<file path="src/rtl/example_5_3_stim.sv">
// Stimulus generator and response recorder for the Example 5.3 sequential machine.
// Latency: symbol k is driven after edge k*(DIV+1); its response is captured at edge k*(DIV+1)+DIV+1.
// Backpressure: none; start is a level request, and each run needs a fresh start level.
module example_5_3_stim #(
    parameter int          N_SYM = 8,
    parameter int          DIV   = 4,
    parameter logic [7:0]  SEED  = 8'hA5
) (
    input  logic               CP,
    input  logic               CR_n,
    input  logic               start,
    input  logic               y,
    input  logic               Z,
    output logic               x1,
    output logic               x2,
    output logic               step,
    output logic               busy,
    output logic               done,
    output logic [2*N_SYM-1:0] history,
    output logic [3:0]         z_count
);

    localparam int HW    = 2 * N_SYM;
    // DIV below 2 would leave no room for SETUP, so it is clamped.
    localparam int DIV_E = (DIV < 2) ? 2 : DIV;

    typedef enum logic [2:0] {IDLE, SETUP, STEP, SAMPLE, DONE} state_t;

    state_t      state;
    logic [7:0]  lfsr;
    logic [7:0]  div_cnt;
    logic [3:0]  sym_cnt;
    logic [3:0]  sym_nxt;

    function automatic logic [7:0] lfsr_next(input logic [7:0] l);
        return {l[6:0], l[7] ^ l[5] ^ l[4] ^ l[3]};
    endfunction

    assign sym_nxt = sym_cnt + 4'd1;

    always_ff @(posedge CP) begin
        if (!CR_n) begin
            state   <= IDLE;
            x1      <= 1'b0;
            x2      <= 1'b0;
            step    <= 1'b0;
            busy    <= 1'b0;
            done    <= 1'b0;
            history <= '0;
            z_count <= 4'd0;
            lfsr    <= SEED;
            div_cnt <= 8'd0;
            sym_cnt <= 4'd0;
        end else begin
            case (state)
                IDLE: begin
                    if (start) begin
                        x1      <= SEED[1];
                        x2      <= SEED[0];
                        lfsr    <= lfsr_next(SEED);
                        history <= '0;
                        z_count <= 4'd0;
                        sym_cnt <= 4'd0;
                        div_cnt <= 8'(DIV_E - 2);
                        busy    <= 1'b1;
                        state   <= SETUP;
                    end
                end
                SETUP: begin
                    if (div_cnt == 8'd0) begin
                        step  <= 1'b1;
                        state <= STEP;
                    end else begin
                        div_cnt <= div_cnt - 8'd1;
                    end
                end
                STEP: begin
                    step  <= 1'b0;
                    state <= SAMPLE;
                end
                SAMPLE: begin
                    history <= (history << 2) | HW'({y, Z});
                    z_count <= z_count + {3'b000, Z};
                    sym_cnt <= sym_nxt;
                    if (sym_nxt == 4'(N_SYM)) begin
                        busy  <= 1'b0;
                        done  <= 1'b1;
                        state <= DONE;
                    end else begin
                        x1      <= lfsr[1];
                        x2      <= lfsr[0];
                        lfsr    <= lfsr_next(lfsr);
                        div_cnt <= 8'(DIV_E - 2);
                        state   <= SETUP;
                    end
                end
                DONE: begin
                    // Leave only once start drops, so a held start never re-triggers.
                    if (!start) begin
                        done  <= 1'b0;
                        state <= IDLE;
                    end
                end
                default: state <= IDLE;
            endcase
        end
    end

endmodule
</file>
<file path="config.mk">
export PLATFORM = sky130hd
export DESIGN_NAME = example_5_3_stim
export DESIGN_NICKNAME = d
export VERILOG_FILES = /design/src/rtl/example_5_3_stim.sv
export SDC_FILE = /design/constraint.sdc
export NUM_CORES = 1
export LEC_CHECK = 0
export BUFFER_PORTS_ARGS = -buffer_cell sky130_fd_sc_hd__buf_2
export CORE_MARGIN = 5
export CORE_UTILIZATION = 45
export DETAILED_ROUTE_END_ITERATION = 12
export HOLD_SLACK_MARGIN = 0.03
export PLACE_DENSITY = 0.66
export SLEW_MARGIN = 20
export SYNTH_ARGS = -nofsm -noshare
export SYNTH_HDL_FRONTEND = slang
export SYNTH_SLANG_ARGS = --single-unit
export TNS_END_PERCENT = 30
</file>
<file path="constraint.sdc">
create_clock -name CP -period 4.95 [get_ports CP]
set_input_delay 0.495 -clock CP [delete_from_list [all_inputs] [get_ports CP]]
set_output_delay 0.495 -clock CP [all_outputs]
set_load 0.02 [all_outputs]
</file>
; Yosys cells after proc, flatten, opt, wreduce, memory -nomap -nowiden
; Cells that the tools add are included.
[word_totals]
ff_bits = 48
inputBits = 5
output_inout_bits = 25
word_cells = 72
[op_classes]
addsub = 3
n_eq_ne = 11
n_mux = 30
n_bitwise = 4
n_reduce_logical = 13
[ops]
columns = op, count
row1 = $mux W8, 5
row2 = $pmux W16 S2, 1
row3 = $pmux W8 S3, 1
row4 = $mux W16, 1
row5 = $or A16 B2 Y16, 1
row6 = $pmux W4 S2, 2
row7 = $pmux W8 S2, 1
row8 = $pmux W3 S5, 1
row9 = $mux W3, 4
row10 = $ne A2 B2 Y1 const B, 6
row11 = $reduce_and A3 Y1, 4
row12 = $pmux W1 S2, 5
row13 = $logic_not A8 Y1, 1
row14 = $mux W1, 8
row15 = $sub A8 B1 Y8 const B, 1
row16 = $eq A3 B2 Y1 const B, 2
row17 = $reduce_bool A2 Y1, 3
row18 = $add A4 B1 Y4, 1
row19 = $add A4 B1 Y4 const B, 1
row20 = $eq A4 B4 Y1 const B, 1
row21 = $mux W4, 1
row22 = $reduce_and A2 Y1, 2
row23 = $reduce_and A4 Y1, 1
row24 = $eq A3 B1 Y1 const B, 1
row25 = 4 further kinds, 6

; Logic depth before layout (Yosys ltp)
[logic_depth]
word_depth = 5
mapped_depth = 8
depth_no_buf = 7

; Worst setup path after synthesis
; Ideal clock, no wire load.
[synth_path]
path_kind = register -> register
start = reg div_cnt[0]
end = reg div_cnt[2]
setup_ns = 0.129
t_arrival_ns = 1.929
slack_ns = 2.892
path_stages_with_launch = 9
path_buffers = 1
path_cell_list = dfxtp_1 inv_1 ha_1 or4b_4 or4_1 buf_2 and3_1 o21ai_1 a31oi_1
[synth_via]
elab_chain_len = 3
word_cells_on_any_way = 6
[synth_lines]
columns = element, line_no
row1 = start: declaration, 31  ; logic [7:0] div_cnt;
row2 = start signal: assignment, 64  ; div_cnt <= 8'(DIV_E - 2);
row3 = start signal: assignment, 74  ; div_cnt <= div_cnt - 8'd1;
row4 = start signal: assignment, 93  ; div_cnt <= 8'(DIV_E - 2);
row5 = $sub A8 B1 Y8 or $logic_not A8 Y1 (tied branches), "74, 70"
row6 = $mux W8 or $ne A2 B2 Y1 (tied branches), n/a
row7 = $pmux W8 S3 or $reduce_and A4 Y1 (tied branches), n/a
; Several ways; a longest one is shown, not always the timed one. The select of a mux whose other input is x is not followed.
; A chain may end at the register's enable or synchronous reset.

; Worst setup path in the final report
[layout_path]
start = reg state[0]
end = reg x1
[layout_via]
elab_chain_len = 3
word_cells_on_any_way = 7
[layout_lines]
columns = element, line_no
row1 = start: declaration, 29  ; state_t state;
row2 = start signal: assignment, 43  ; state <= IDLE;
row3 = start signal: assignment, 66  ; state <= SETUP;
row4 = start signal: assignment, 72  ; state <= STEP;
row5 = $eq A3 B2 Y1 or $logic_not A3 Y1 (tied branches), 55  ; case (state)
row6 = $ne A2 B2 Y1 (no source line) or $reduce_bool A2 Y1 (tied branches), n/a
row7 = $reduce_and A3 Y1 (no source line), n/a
row8 = end signal: assignment, 58  ; x1 <= SEED[1];
row9 = end signal: assignment, 90  ; x1 <= lfsr[1];
row10 = end: declaration, 14  ; output logic x1,
; Several ways; a longest one is shown, not always the timed one.

==> impl_metrics.xml <==
<?xml version="1.0" encoding="UTF-8"?>
<metrics>
  <group name="cells_and_area">
    <metric name="num-nets-final" unit="">274</metric>
    <metric name="final_layout_size_suffix_gt1_share" unit="%">16.7</metric>
    <metric name="final_core_utilization" unit="%">51.5</metric>
    <metric name="syn_to_final_growth" unit="%">13.1</metric>
    <metric name="antenna_cells" unit="">0</metric>
    <metric name="final_cell_count_no_fill" unit="">318</metric>
    <metric name="n_fill_cell" unit="">456</metric>
    <metric name="postLayoutCellArea" unit="µm²">2400</metric>
  </group>
  <group name="sta">
    <metric name="shortest_period_the_worst_path_allows" unit="ps">2550</metric>
    <metric name="rsz0062_at_grt" unit="">no</metric>
    <metric name="number_of_failing_setup_endpoints_in_the_final_timing_report" unit="">0</metric>
    <metric name="achievable-frequency" unit="MHz">392</metric>
    <metric name="relative_slew_slack" unit="%">44.9</metric>
    <metric name="timing.hold.ws" unit="ps">462</metric>
    <metric name="finalHoldViolations" unit="">0</metric>
    <metric name="drv_slew" unit="">0</metric>
    <metric name="final_min_period_over_clock_period" unit="%">51.5</metric>
    <metric name="setup_total_negative_slack" unit="ps">0</metric>
    <metric name="tightest_slew" unit="ps">826</metric>
    <metric name="worst_clk_skew" unit="ps">8.96</metric>
  </group>
  <group name="synth">
    <metric name="postSynthAreaPerCell" unit="µm²">8.76</metric>
    <metric name="async_flop_share" unit="%">0</metric>
    <metric name="synth_top_cells_by_count" unit="">sky130_fd_sc_hd__dfxtp_1, sky130_fd_sc_hd__nor2b_1, sky130_fd_sc_hd__a22oi_1</metric>
    <metric name="synth-seq-cells" unit="">47</metric>
    <metric name="synthesis.nets" unit="">253</metric>
    <metric name="synthCells" unit="">242</metric>
    <metric name="synth_top_area_cell" unit="">sky130_fd_sc_hd__dfxtp_1</metric>
    <metric name="most_frequently_used_cell_type_in_the_post_synthesis_netlist" unit="">sky130_fd_sc_hd__dfxtp_1</metric>
    <metric name="synth_flop_cell" unit="">sky130_fd_sc_hd__dfxtp_1</metric>
    <metric name="synthDominantCellAreaShare" unit="%">44.4</metric>
    <metric name="synth.lib_cells_used.distinct" unit="">45</metric>
    <metric name="area_contributors_post_synth" unit="">sky130_fd_sc_hd__dfxtp_1, sky130_fd_sc_hd__a22oi_1, sky130_fd_sc_hd__nor2b_1</metric>
    <metric name="post_synth_instance_area" unit="µm²">2120</metric>
    <metric name="yosysWarnings" unit="">0</metric>
    <metric name="ys_seq_area_share" unit="%">44.4</metric>
    <metric name="number_of_flops_mapped_to_enable_cells_by_yosys" unit="">0</metric>
  </group>
  <group name="grt">
    <metric name="grtUsageMet1" unit="%">18.3</metric>
    <metric name="grt_antenna_before_repair" unit="">0</metric>
    <metric name="grtUsageTotal" unit="%">14.1</metric>
    <metric name="grt_pass1_wl" unit="µm">7170</metric>
    <metric name="grt.overflow.total" unit="">0</metric>
    <metric name="met2_usage" unit="%">23.2</metric>
    <metric name="met3_usage" unit="%">3.10</metric>
    <metric name="grt_start_max_net_pins" unit="">50</metric>
    <metric name="gr-max-usage-layer" unit="">met2</metric>
    <metric name="first_global_vias" unit="">1577</metric>
  </group>
  <group name="worst_hold_path">
    <metric name="worst_hold_startpoint" unit="">z_count[3]$_SDFFE_PN0P_</metric>
    <metric name="holdCritPathClass" unit="">flip-flop to flip-flop</metric>
    <metric name="whs_path_depth" unit="">1</metric>
    <metric name="min_to" unit="">z_count[3]$_SDFFE_PN0P_</metric>
  </group>
  <group name="drt">
    <metric name="number_of_nets_still_failing_antenna_checks_after_routing" unit="">0</metric>
    <metric name="dr_vias" unit="">1737</metric>
    <metric name="drc" unit="">0</metric>
    <metric name="drt_pass_1_iters" unit="">4</metric>
    <metric name="routed_wire_length_per_instance" unit="µm">13.0</metric>
    <metric name="dr.first_iter.drc_count" unit="">146</metric>
    <metric name="wl" unit="µm">4140</metric>
    <metric name="route.detailed.vias_per_inst" unit="">5.46</metric>
  </group>
  <group name="worst_setup_path">
    <metric name="worstReg2RegStart" unit="">state[0]$_SDFFE_PN0P_</metric>
    <metric name="critPathCaptureType" unit="">flip-flop</metric>
    <metric name="r2r_end" unit="">x1$_SDFFE_PN0P_</metric>
    <metric name="path_class" unit="">flip-flop to flip-flop</metric>
    <metric name="maximum_net_fanout_on_the_critical_path" unit="">26</metric>
    <metric name="critical_path_required" unit="ps">5170</metric>
    <metric name="reg2regPathDepth" unit="">5</metric>
    <metric name="start_kind" unit="">flip-flop</metric>
    <metric name="critical_path_arrival" unit="ps">2770</metric>
    <metric name="reg2reg_setup_slack" unit="ps">2400</metric>
  </group>
  <group name="floorplanning">
    <metric name="placementRows" unit="">25</metric>
    <metric name="die_height" unit="µm">78.7</metric>
    <metric name="dieArea" unit="µm²">6190</metric>
    <metric name="io_pins" unit="">30</metric>
    <metric name="starting_density_of_the_core" unit="%">45.5</metric>
    <metric name="area_of_the_core" unit="µm²">4660</metric>
    <metric name="die_w" unit="µm">78.7</metric>
  </group>
  <group name="clock_tree">
    <metric name="clkSlewWorstSetupHoldPaths" unit="ps">90</metric>
    <metric name="clock_path_buffers" unit="">2</metric>
    <metric name="insertion_delay" unit="ps">300</metric>
    <metric name="cts-htree-levels" unit="">2</metric>
    <metric name="post_cts_resized" unit="">0</metric>
    <metric name="cts_post_setup_buffers_inserted" unit="">0</metric>
    <metric name="clockRootBuffer" unit="">sky130_fd_sc_hd__clkbuf_8</metric>
    <metric name="holdBufCountCts" unit="">0</metric>
    <metric name="cts-buffers-inserted" unit="">5</metric>
    <metric name="tritoncts" unit="">built</metric>
    <metric name="clock_sink_count" unit="">47</metric>
  </group>
  <group name="power">
    <metric name="p_per_area" unit="nW/µm²">501</metric>
    <metric name="cellLeakagePower" unit="µW">0.000973</metric>
    <metric name="vdd_ir_drop_max" unit="mV">0.335</metric>
  </group>
  <group name="job">
    <metric name="number_of_max_cap_violations" unit="">0</metric>
  </group>
  <group name="placement">
    <metric name="placement.io_buffers" unit="">29</metric>
    <metric name="placement.cell_area" unit="µm²">2280</metric>
    <metric name="hpwlAfterDp" unit="µm">2770</metric>
    <metric name="place_congestion" unit="">0.809</metric>
    <metric name="dp_cells" unit="">310</metric>
  </group>
  <group name="status">
    <metric name="outcome" unit="">complete, no violations</metric>
  </group>
</metrics>
==> flip-flops by register name, summed over array words and instances, names as in the netlist <==
| signal | flops |
|---|---|
| history | 16 |
| div_cnt | 8 |
| lfsr | 8 |
| sym_cnt | 4 |
| z_count | 4 |
| state | 3 |
| busy | 1 |
| done | 1 |
| step | 1 |
| x1 | 1 |
==> cell type report <==
cell class | count | area, µm² | share of cell area [%]
clock buffers | 6 | 82.6 | 3.44
flip-flops and latches | 47 | 941 | 39.2
multi-input cells | 176 | 1100 | 46.1
repair buffers | 30 | 153 | 6.36
clock inverters | 2 | 38.8 | 1.62
well taps | 54 | 67.6 | 2.82
inverters | 3 | 11.3 | 0.469
==> layout by cell type, fill, tap and decap left out, types with 2 or more instances in the layout <==
| master | n |
|---|---|
| sky130_fd_sc_hd__and2_1 | 3 |
| sky130_fd_sc_hd__xnor2_1 | 3 |
| sky130_fd_sc_hd__ha_1 | 6 |
| sky130_fd_sc_hd__o22ai_1 | 3 |
| sky130_fd_sc_hd__buf_2 | 29 |
| sky130_fd_sc_hd__a21boi_0 | 5 |
| sky130_fd_sc_hd__nand2_1 | 17 |
| sky130_fd_sc_hd__nor3_1 | 7 |
| sky130_fd_sc_hd__nor2b_1 | 22 |
| sky130_fd_sc_hd__a22oi_1 | 19 |
| sky130_fd_sc_hd__dfxtp_1 | 47 |
| sky130_fd_sc_hd__clkbuf_8 | 6 |
| sky130_fd_sc_hd__and3b_1 | 2 |
| sky130_fd_sc_hd__nor3b_1 | 3 |
| sky130_fd_sc_hd__a21oi_1 | 10 |
| sky130_fd_sc_hd__and3_1 | 4 |
| sky130_fd_sc_hd__or4_1 | 2 |
| sky130_fd_sc_hd__o21ai_1 | 2 |
| sky130_fd_sc_hd__o21ai_0 | 13 |
| sky130_fd_sc_hd__a31oi_1 | 2 |
| sky130_fd_sc_hd__nand3b_1 | 3 |
| sky130_fd_sc_hd__nor2_1 | 15 |
| sky130_fd_sc_hd__nand3_1 | 14 |
| sky130_fd_sc_hd__inv_1 | 3 |
==> worst max-delay path, cell delays in order (launching register included) <==
cell and delay (ps):
sky130_fd_sc_hd__dfxtp_1 520, sky130_fd_sc_hd__and3b_1 770, sky130_fd_sc_hd__o21ai_0 290, sky130_fd_sc_hd__a31oi_1 570, sky130_fd_sc_hd__nand2_1 160, sky130_fd_sc_hd__a21boi_0 170
==> cells by family (layout without fill, tap and decap cells) <==
family          after synthesis  count (layout)  synth area share [%]
buf+inv                      19              41                  3.54
fa+ha+maj                     6               6                  3.54
simple gates                100             100                  26.3
mux                           1               1                 0.472
compound gates               66              66                  20.6
xor+xnor                      3               3                  1.24
flops                        47              47                  44.4
==> worst max-delay path by stage <==
| stage | start | cells past startpoint | slack, ps | endpoint |
|---|---|---|---|---|
| after CTS | state[0]$_SDFFE_PN0P_ | 5 | 2390 | x1$_SDFFE_PN0P_ |
| after detailed placement | state[0]$_SDFFE_PN0P_ | 5 | 2430 | x1$_SDFFE_PN0P_ |
| after floorplan | div_cnt[0]$_SDFFE_PN0P_ | 8 | 2890 | div_cnt[2]$_SDFFE_PN0P_ |
| final | state[0]$_SDFFE_PN0P_ | 5 | 2400 | x1$_SDFFE_PN0P_ |
| after global placement | state[0]$_SDFFE_PN0P_ | 5 | 2500 | x1$_SDFFE_PN0P_ |
| after global routing | state[0]$_SDFFE_PN0P_ | 5 | 2150 | x1$_SDFFE_PN0P_ |
==> layer usage <==
metal | share of wire (%) | vias to the layer above
li1 | - | 911
met1 | 48 | 794
met2 | 48 | 27
met3 | 2.6 | 5
met4 | 1.3 | 0
met5 | 0 | -
==> metrics by stage <==
| step | power [µW] | setup slack [ps] |
|---|---|---|
| 6_report | 1200 | 2400 |
| 5_1_grt | 1300 | 2150 |
| 4_1_cts | 1210 | 2390 |
| 3_5_place_dp | 916 | 2430 |
| 3_3_place_gp | 913 | 2500 |
| 2_1_floorplan | 838 | 2890 |
==> where the power goes <==
part	internal (µW)	total, µW	switching (µW)
registers	432	488	56.3
clock network	166	296	130
logic	173	419	245
total	771	1200	431
Note: power is estimated with default switching activity, not from simulation.
